--- config.mk ---
export PLATFORM = sky130hd
export DESIGN_NAME = regfile_dump_reader
export DESIGN_NICKNAME = d
export VERILOG_FILES = /design/src/rtl/riscv_pkg.sv /design/src/rtl/regfile_dump_reader.sv
export SDC_FILE = /design/constraint.sdc
export NUM_CORES = 1
export LEC_CHECK = 0
export ABC_AREA = 1
export CAP_MARGIN = 20
export CORE_MARGIN = 2
export CORE_UTILIZATION = 56
export CTS_BUF_LIST = sky130_fd_sc_hd__clkbuf_16
export DETAILED_ROUTE_END_ITERATION = 6
export DONT_BUFFER_PORTS = 1
export PLACE_DENSITY = 0.72
export SYNTH_ARGS = -nofsm -noshare
export SYNTH_HDL_FRONTEND = slang
export SYNTH_SLANG_ARGS = --single-unit
--- constraint.sdc ---
create_clock -name clk -period 1.3 [get_ports clk]
set_input_delay 0.26 -clock clk [delete_from_list [all_inputs] [get_ports clk]]
set_output_delay 0.26 -clock clk [all_outputs]
set_load 0.02 [all_outputs]
--- src/rtl/riscv_pkg.sv ---
// Shared core parameters and the dump-reader FSM state encoding.
package riscv_pkg;

   localparam int XLEN       = 64;
   localparam int NUM_REGS   = 32;
   localparam int REG_ADDR_W = 5;

   typedef enum logic [1:0] {
      ST_IDLE  = 2'd0,
      ST_FETCH = 2'd1,
      ST_SEND  = 2'd2
   } dump_state_e;

endpackage : riscv_pkg

--- src/rtl/regfile_dump_reader.sv ---
// Walks x0..x31 through a spare register-file read port and streams each value
// out over valid/ready, tagged with its index, for the debug/trace path.
module regfile_dump_reader
   import riscv_pkg::*;
(
   input  logic                  clk,
   input  logic                  rst,
   input  logic                  start,
   output logic [REG_ADDR_W-1:0] rf_addr,
   input  logic [XLEN-1:0]       rf_data,
   output logic                  out_valid,
   input  logic                  out_ready,
   output logic [XLEN-1:0]       out_data,
   output logic [REG_ADDR_W-1:0] out_index,
   output logic                  out_last,
   output logic                  busy,
   output logic                  done
);

   localparam logic [REG_ADDR_W-1:0] LAST_IDX = REG_ADDR_W'(NUM_REGS - 1);

   dump_state_e           state_q,     state_d;
   logic [REG_ADDR_W-1:0] rf_addr_q,   rf_addr_d;
   logic [XLEN-1:0]       out_data_q,  out_data_d;
   logic [REG_ADDR_W-1:0] out_index_q, out_index_d;
   logic                  out_valid_q, out_valid_d;
   logic                  out_last_q,  out_last_d;
   logic                  busy_q,      busy_d;
   logic                  done_q,      done_d;

   always_comb begin
      // NOTE: every *_d gets a default before the case so no path leaves one unassigned (no latches).
      state_d     = state_q;
      rf_addr_d   = rf_addr_q;
      out_data_d  = out_data_q;
      out_index_d = out_index_q;
      out_valid_d = out_valid_q;
      out_last_d  = out_last_q;
      busy_d      = busy_q;
      done_d      = 1'b0;

      unique case (state_q)
         ST_IDLE: begin
            // A start coinciding with the done pulse belongs to the finished dump.
            if (start && !done_q) begin
               rf_addr_d = '0;
               busy_d    = 1'b1;
               state_d   = ST_FETCH;
            end
         end
         ST_FETCH: begin
            out_data_d  = (rf_addr_q == '0) ? '0 : rf_data;
            out_index_d = rf_addr_q;
            out_valid_d = 1'b1;
            out_last_d  = (rf_addr_q == LAST_IDX);
            state_d     = ST_SEND;
         end
         ST_SEND: begin
            if (out_valid_q && out_ready) begin
               out_valid_d = 1'b0;
               if (out_last_q) begin
                  busy_d  = 1'b0;
                  done_d  = 1'b1;
                  state_d = ST_IDLE;
               end else begin
                  rf_addr_d = rf_addr_q + REG_ADDR_W'(1);
                  state_d   = ST_FETCH;
               end
            end
         end
         default: state_d = ST_IDLE;
      endcase
   end

   // NOTE: state updates use non-blocking assignments; reset is synchronous and overrides everything.
   always_ff @(posedge clk) begin
      if (rst) begin
         state_q     <= ST_IDLE;
         rf_addr_q   <= '0;
         out_data_q  <= '0;
         out_index_q <= '0;
         out_valid_q <= 1'b0;
         out_last_q  <= 1'b0;
         busy_q      <= 1'b0;
         done_q      <= 1'b0;
      end else begin
         state_q     <= state_d;
         rf_addr_q   <= rf_addr_d;
         out_data_q  <= out_data_d;
         out_index_q <= out_index_d;
         out_valid_q <= out_valid_d;
         out_last_q  <= out_last_d;
         busy_q      <= busy_d;
         done_q      <= done_d;
      end
   end

   assign rf_addr   = rf_addr_q;
   assign out_data  = out_data_q;
   assign out_index = out_index_q;
   assign out_valid = out_valid_q;
   assign out_last  = out_last_q;
   assign busy      = busy_q;
   assign done      = done_q;

endmodule : regfile_dump_reader

Word-level counts from Yosys, hierarchy flattened
Index checks and enable logic that the tools add are counted.

storage, ports and cells
  bits in registers = 80
  output and inout port bits = 78
  input port bits = 68
  word-level logic and storage cells = 46

cells by class
  add/sub/neg operators = 1
  reduce and logical (&&, ||, !) cells = 12
  equal/unequal tests = 7
  mux-type cells = 16
  bitwise gates (word level) = 2

operators by type and width
  kind                 number
  $mux 64              1
  $mux 5               3
  $pmux 5 s2           1
  $ne 2x2->1 const B   4
  $reduce_and 4->1     2
  $mux 1               6
  $pmux 2 s3           1
  $add 5x1->5 const B  1
  $eq 5x5->1 const B   1
  $logic_not 5->1      1
  $mux 2               2
  $pmux 1 s2           2
  $reduce_and 2->1     2
  $reduce_bool 2->1    2
  $reduce_or 3->1      1
  $eq 2x1->1 const B   1
  $eq 2x2->1 const B   1
  $logic_and 1x1->1    2
  $logic_not 2->1      1
  $not 1->1            2
  $logic_not 1->1      1

Longest topological paths before layout
  word-level depth = 4
  mapped depth = 8
  gate-level depth less buffers = 8

Worst setup path before layout
No wires, ideal clock.

  path kind = register -> register
  start = reg rf_addr_q[0], in the netlist rf_addr[0]
  end = reg out_data_q[0], in the netlist out_data[0]
  data required time = 1.234 ns
  stages on the path, launching flop included = 7
  setup slack = -0.086 ns
  data arrival time = 1.320 ns
  clock period less this slack = 1.386 ns
  setup time = 0.066 ns
  path buffers = 1
  cells stage by stage = dfxtp_1 -> inv_1 -> ha_1 -> nand3_2 -> buf_2 -> nand2_1 -> a21oi_2

on the way
  word-level cells in the longest chain between the ends = 2

ends and longest elaborated chain
  element                 line                       RTL
  from (decl)             regfile_dump_reader.sv:23  logic [REG_ADDR_W-1:0] rf_addr_q, rf_addr_d;
  from (signal assigned)  regfile_dump_reader.sv:88  rf_addr_q <= rf_addr_d;
  $logic_not 5->1         regfile_dump_reader.sv:52  out_data_d = (rf_addr_q == '0) ? '0 : rf_data;
  $mux 64                 regfile_dump_reader.sv:52
  to (signal assigned)    regfile_dump_reader.sv:89  out_data_q <= out_data_d;
  to (decl)               regfile_dump_reader.sv:24  logic [XLEN-1:0] out_data_q, out_data_d;

No other way between the ends.
A chain may end at the register's enable or synchronous reset.

Final worst setup path
  start = reg rf_addr_q[1], in the netlist rf_addr[1]
  end = reg out_data_q[41], in the netlist out_data[41]

Same word-level chain as after synthesis.

==> metrics.txt <==
Power Total 7.95 mW; Core Rows 28; cell-internal power 5.27 mW; initial antenna violation count 0; most frequent cells after synthesis nand2_1, dfxtp_1, a21oi_2; clock share of power 32.7%; Mapped Area 3360 µm²; synth warn 0; Final setup viols 0; initial drt markers 104; Worst setup SP type register; Max Clk Rate 796 MHz; H-tree levels 3; Yosys reg bits 80; post-route minimum period 1.26 ns; setup ws final 0.0445 ns; IO Count 146; initial core utilization 57.4%; pwr/cell area 1980 nW/µm²; number of max-cap violations 0; Sw Ratio 33.7%; clk_skew 0.00513 ns; ant diodes 0; most common cell in the netlist nand2_1; design area 4010 µm²; Critical Path AT 1.50 ns; syn nets 454; Die Area 6630 µm²; Max FO, Critical Path 39; global placement routability congestion 0.851; area of the core 5850 µm²; RSZ-0062 raised after global routing true; final worst path period share 96.6%; Seq pwr share 45.3%; utilization after layout 68.6%; critical path cell sequence inv_1 > ha_1 > nand3_2 > buf_12 > nand2_1 > a21oi_1; Buf+Inv Stages, Crit Path 2; CTS clock-pin slew for the worst setup and hold paths 0.06 ns; sequential fraction of the synthesis area 47.7%; Final #Nets 471; routed length per instance 15.4 µm; number of global-route vias before repair 2356; share of flip-flops with an asynchronous set or reset 0%; Synth cell types 23; P&R area growth vs syn 19.5%; IO Port Bufs 0; cell taking the most area after synthesis dfxtp_1; number of synthesized flops with an enable pin 0; Final Max Slew Viols 0; status finished clean; remaining antenna violation count 0; largest net degree at the start of global routing 40; DR pass1 iterations 4; Crit-path slowest cell dfxtp_2; worst skew pair latency 0.32 ns; Final Hold Violating Endpoints 0; share of layout cells above drive strength 1 34.1%; combinational share of power 22.0%; cts bufs inserted 9; Area contributors post-synth dfxtp_1, a21oi_2, nand2_1, o21ai_1, o21ai_2; DR vias/cell 5.44; DIE WIDTH 81.5 µm; Final HPWL DP 5100 µm; Clock Sinks 80; Placed Area 3570 µm²; sum of negative setup slack 0 ns; WP data required 1.55 ns; drt total wl 7390 µm; Via Count 2609; CP delay by family, top flip-flops; CP peak stage delay 0.35 ns; DP Worst Slack 0.0249 ns; Synth top area share 47.7%; CP endpoint kind register; Peak VDD IR 1.01 mV; Root Buffer clkbuf_16; Mapped Cells 383; # DRC 0; Max clock buf depth 2; TritonCTS clock tree built; WS Path Type register to register; first-pass GRT wire length 11100 µm; ys flop type dfxtp_1; GRT overflow 0; leakage power 1.49 nW; Slew HR 80.1%; worst slew pin tran 0.299 ns; Die Ht 81.5 µm; Syn Area/Cell 8.77 µm²; Worst Hold Class primary input to register; Net Switching 2.68 mW; GRT Total Usage 21.7%
per-layer routing:
metal  wire length [µm]  vias up  global-route usage (%)
met5                  0        -                       0
met4                150        0                    10.7
met3                735       15                    8.24
met2               3560      110                    35.6
met1               2950     1156                    24.9
li1                   -     1328                       -
through the flow:
stage               std cells  hold WS [ns]
floorplan                 383         0.401
global placement          455         0.317
detailed placement        455         0.318
CTS                       472       0.00219
global route              480       0.00905
finish                    480        0.0104
sequential cells by signal, summed over array words and instances, names as in the netlist:
| name | flops |
|---|---|
| busy | 1 |
| done | 1 |
| rf_addr | 5 |
| out_last | 1 |
| out_data | 64 |
| out_index | 5 |
| out_valid | 1 |
| state_q | 2 |
cell usage in the layout (no fill, tap or decap):
cell,instances
bufinv_16,2
clkinv_4,1
nand2_2,2
a21oi_2,57
inv_1,13
nor3_1,1
dfxtp_4,1
o21ai_1,41
buf_12,11
clkinv_2,1
dfxtp_1,76
o21ai_2,20
nand4_1,3
nand2_1,84
nand3_2,2
clkbuf_16,10
clkinvlp_4,1
ha_1,3
nor2_4,1
dlygate4sd3_1,2
nor2_1,13
nor2_2,1
inv_2,4
buf_8,1
o21ai_0,9
a21oi_1,19
buf_4,20
nand3_1,3
dfxtp_2,3
path summary, 6_finish.rpt:
path	endpoint	depth (start not counted)	startpoint	slack (ns)
hold reg to reg	out_index[1]$_SDFFE_PP0P_	2	rf_addr[1]$_SDFFE_PP0P_	0.53
setup / recovery	out_data[41]$_SDFFE_PP0P_	6	rf_addr[1]$_SDFFE_PP0P_	0.04
hold / removal	out_valid$_SDFFE_PP0P_	1	rst	0.01
setup reg to reg	out_data[41]$_SDFFE_PP0P_	6	rf_addr[1]$_SDFFE_PP0P_	0.04
power by group through the flow:
stage	registers (mW)	clock network [mW]	logic, mW
2_1_floorplan	3.59	0	1.25
3_3_place_gp	3.64	0	1.57
3_5_place_dp	3.65	0	1.63
4_1_cts	3.60	2.64	1.64
5_1_grt	3.66	2.76	1.94
6_report	3.60	2.60	1.75
cells by family after synthesis:
family,after synthesis,share of synthesized area (%)
AOI/OAI and AO/OA,146,29.7
adders and majority gates,3,1.12
buffers and inverters,44,8.04
DFF,80,47.7
and+or+nand+nor,110,13.5
cell type report:
| class | count | area [µm²] |
|---|---|---|
| clock buffer | 9 | 225 |
| inverter | 15 | 56.3 |
| tap | 75 | 93.8 |
| sequential | 80 | 1610 |
| fill | 459 | 1840 |
| timing repair buffer | 35 | 430 |
| multi-input combinational | 259 | 1510 |
| clock inverter | 7 | 88.8 |
worst register-to-register path, delay by kind of cell, from the launching register on:
| family | cells | cell delay [ns] |
|---|---|---|
| simple gates | 2 | 0.24 |
| flops | 1 | 0.35 |
| fa+ha+maj | 1 | 0.19 |
| compound gates | 1 | 0.13 |
| buf+inv | 2 | 0.28 |
what timing repair did:
item                       in CTS  in global routing
gates resized for setup         0                 11
hold buffers                    1                  1
setup endpoints to repair       0                 29
hold endpoints to repair        5                  1
buffers inserted                0                  6
Note: power is estimated with default switching activity, not from simulation.
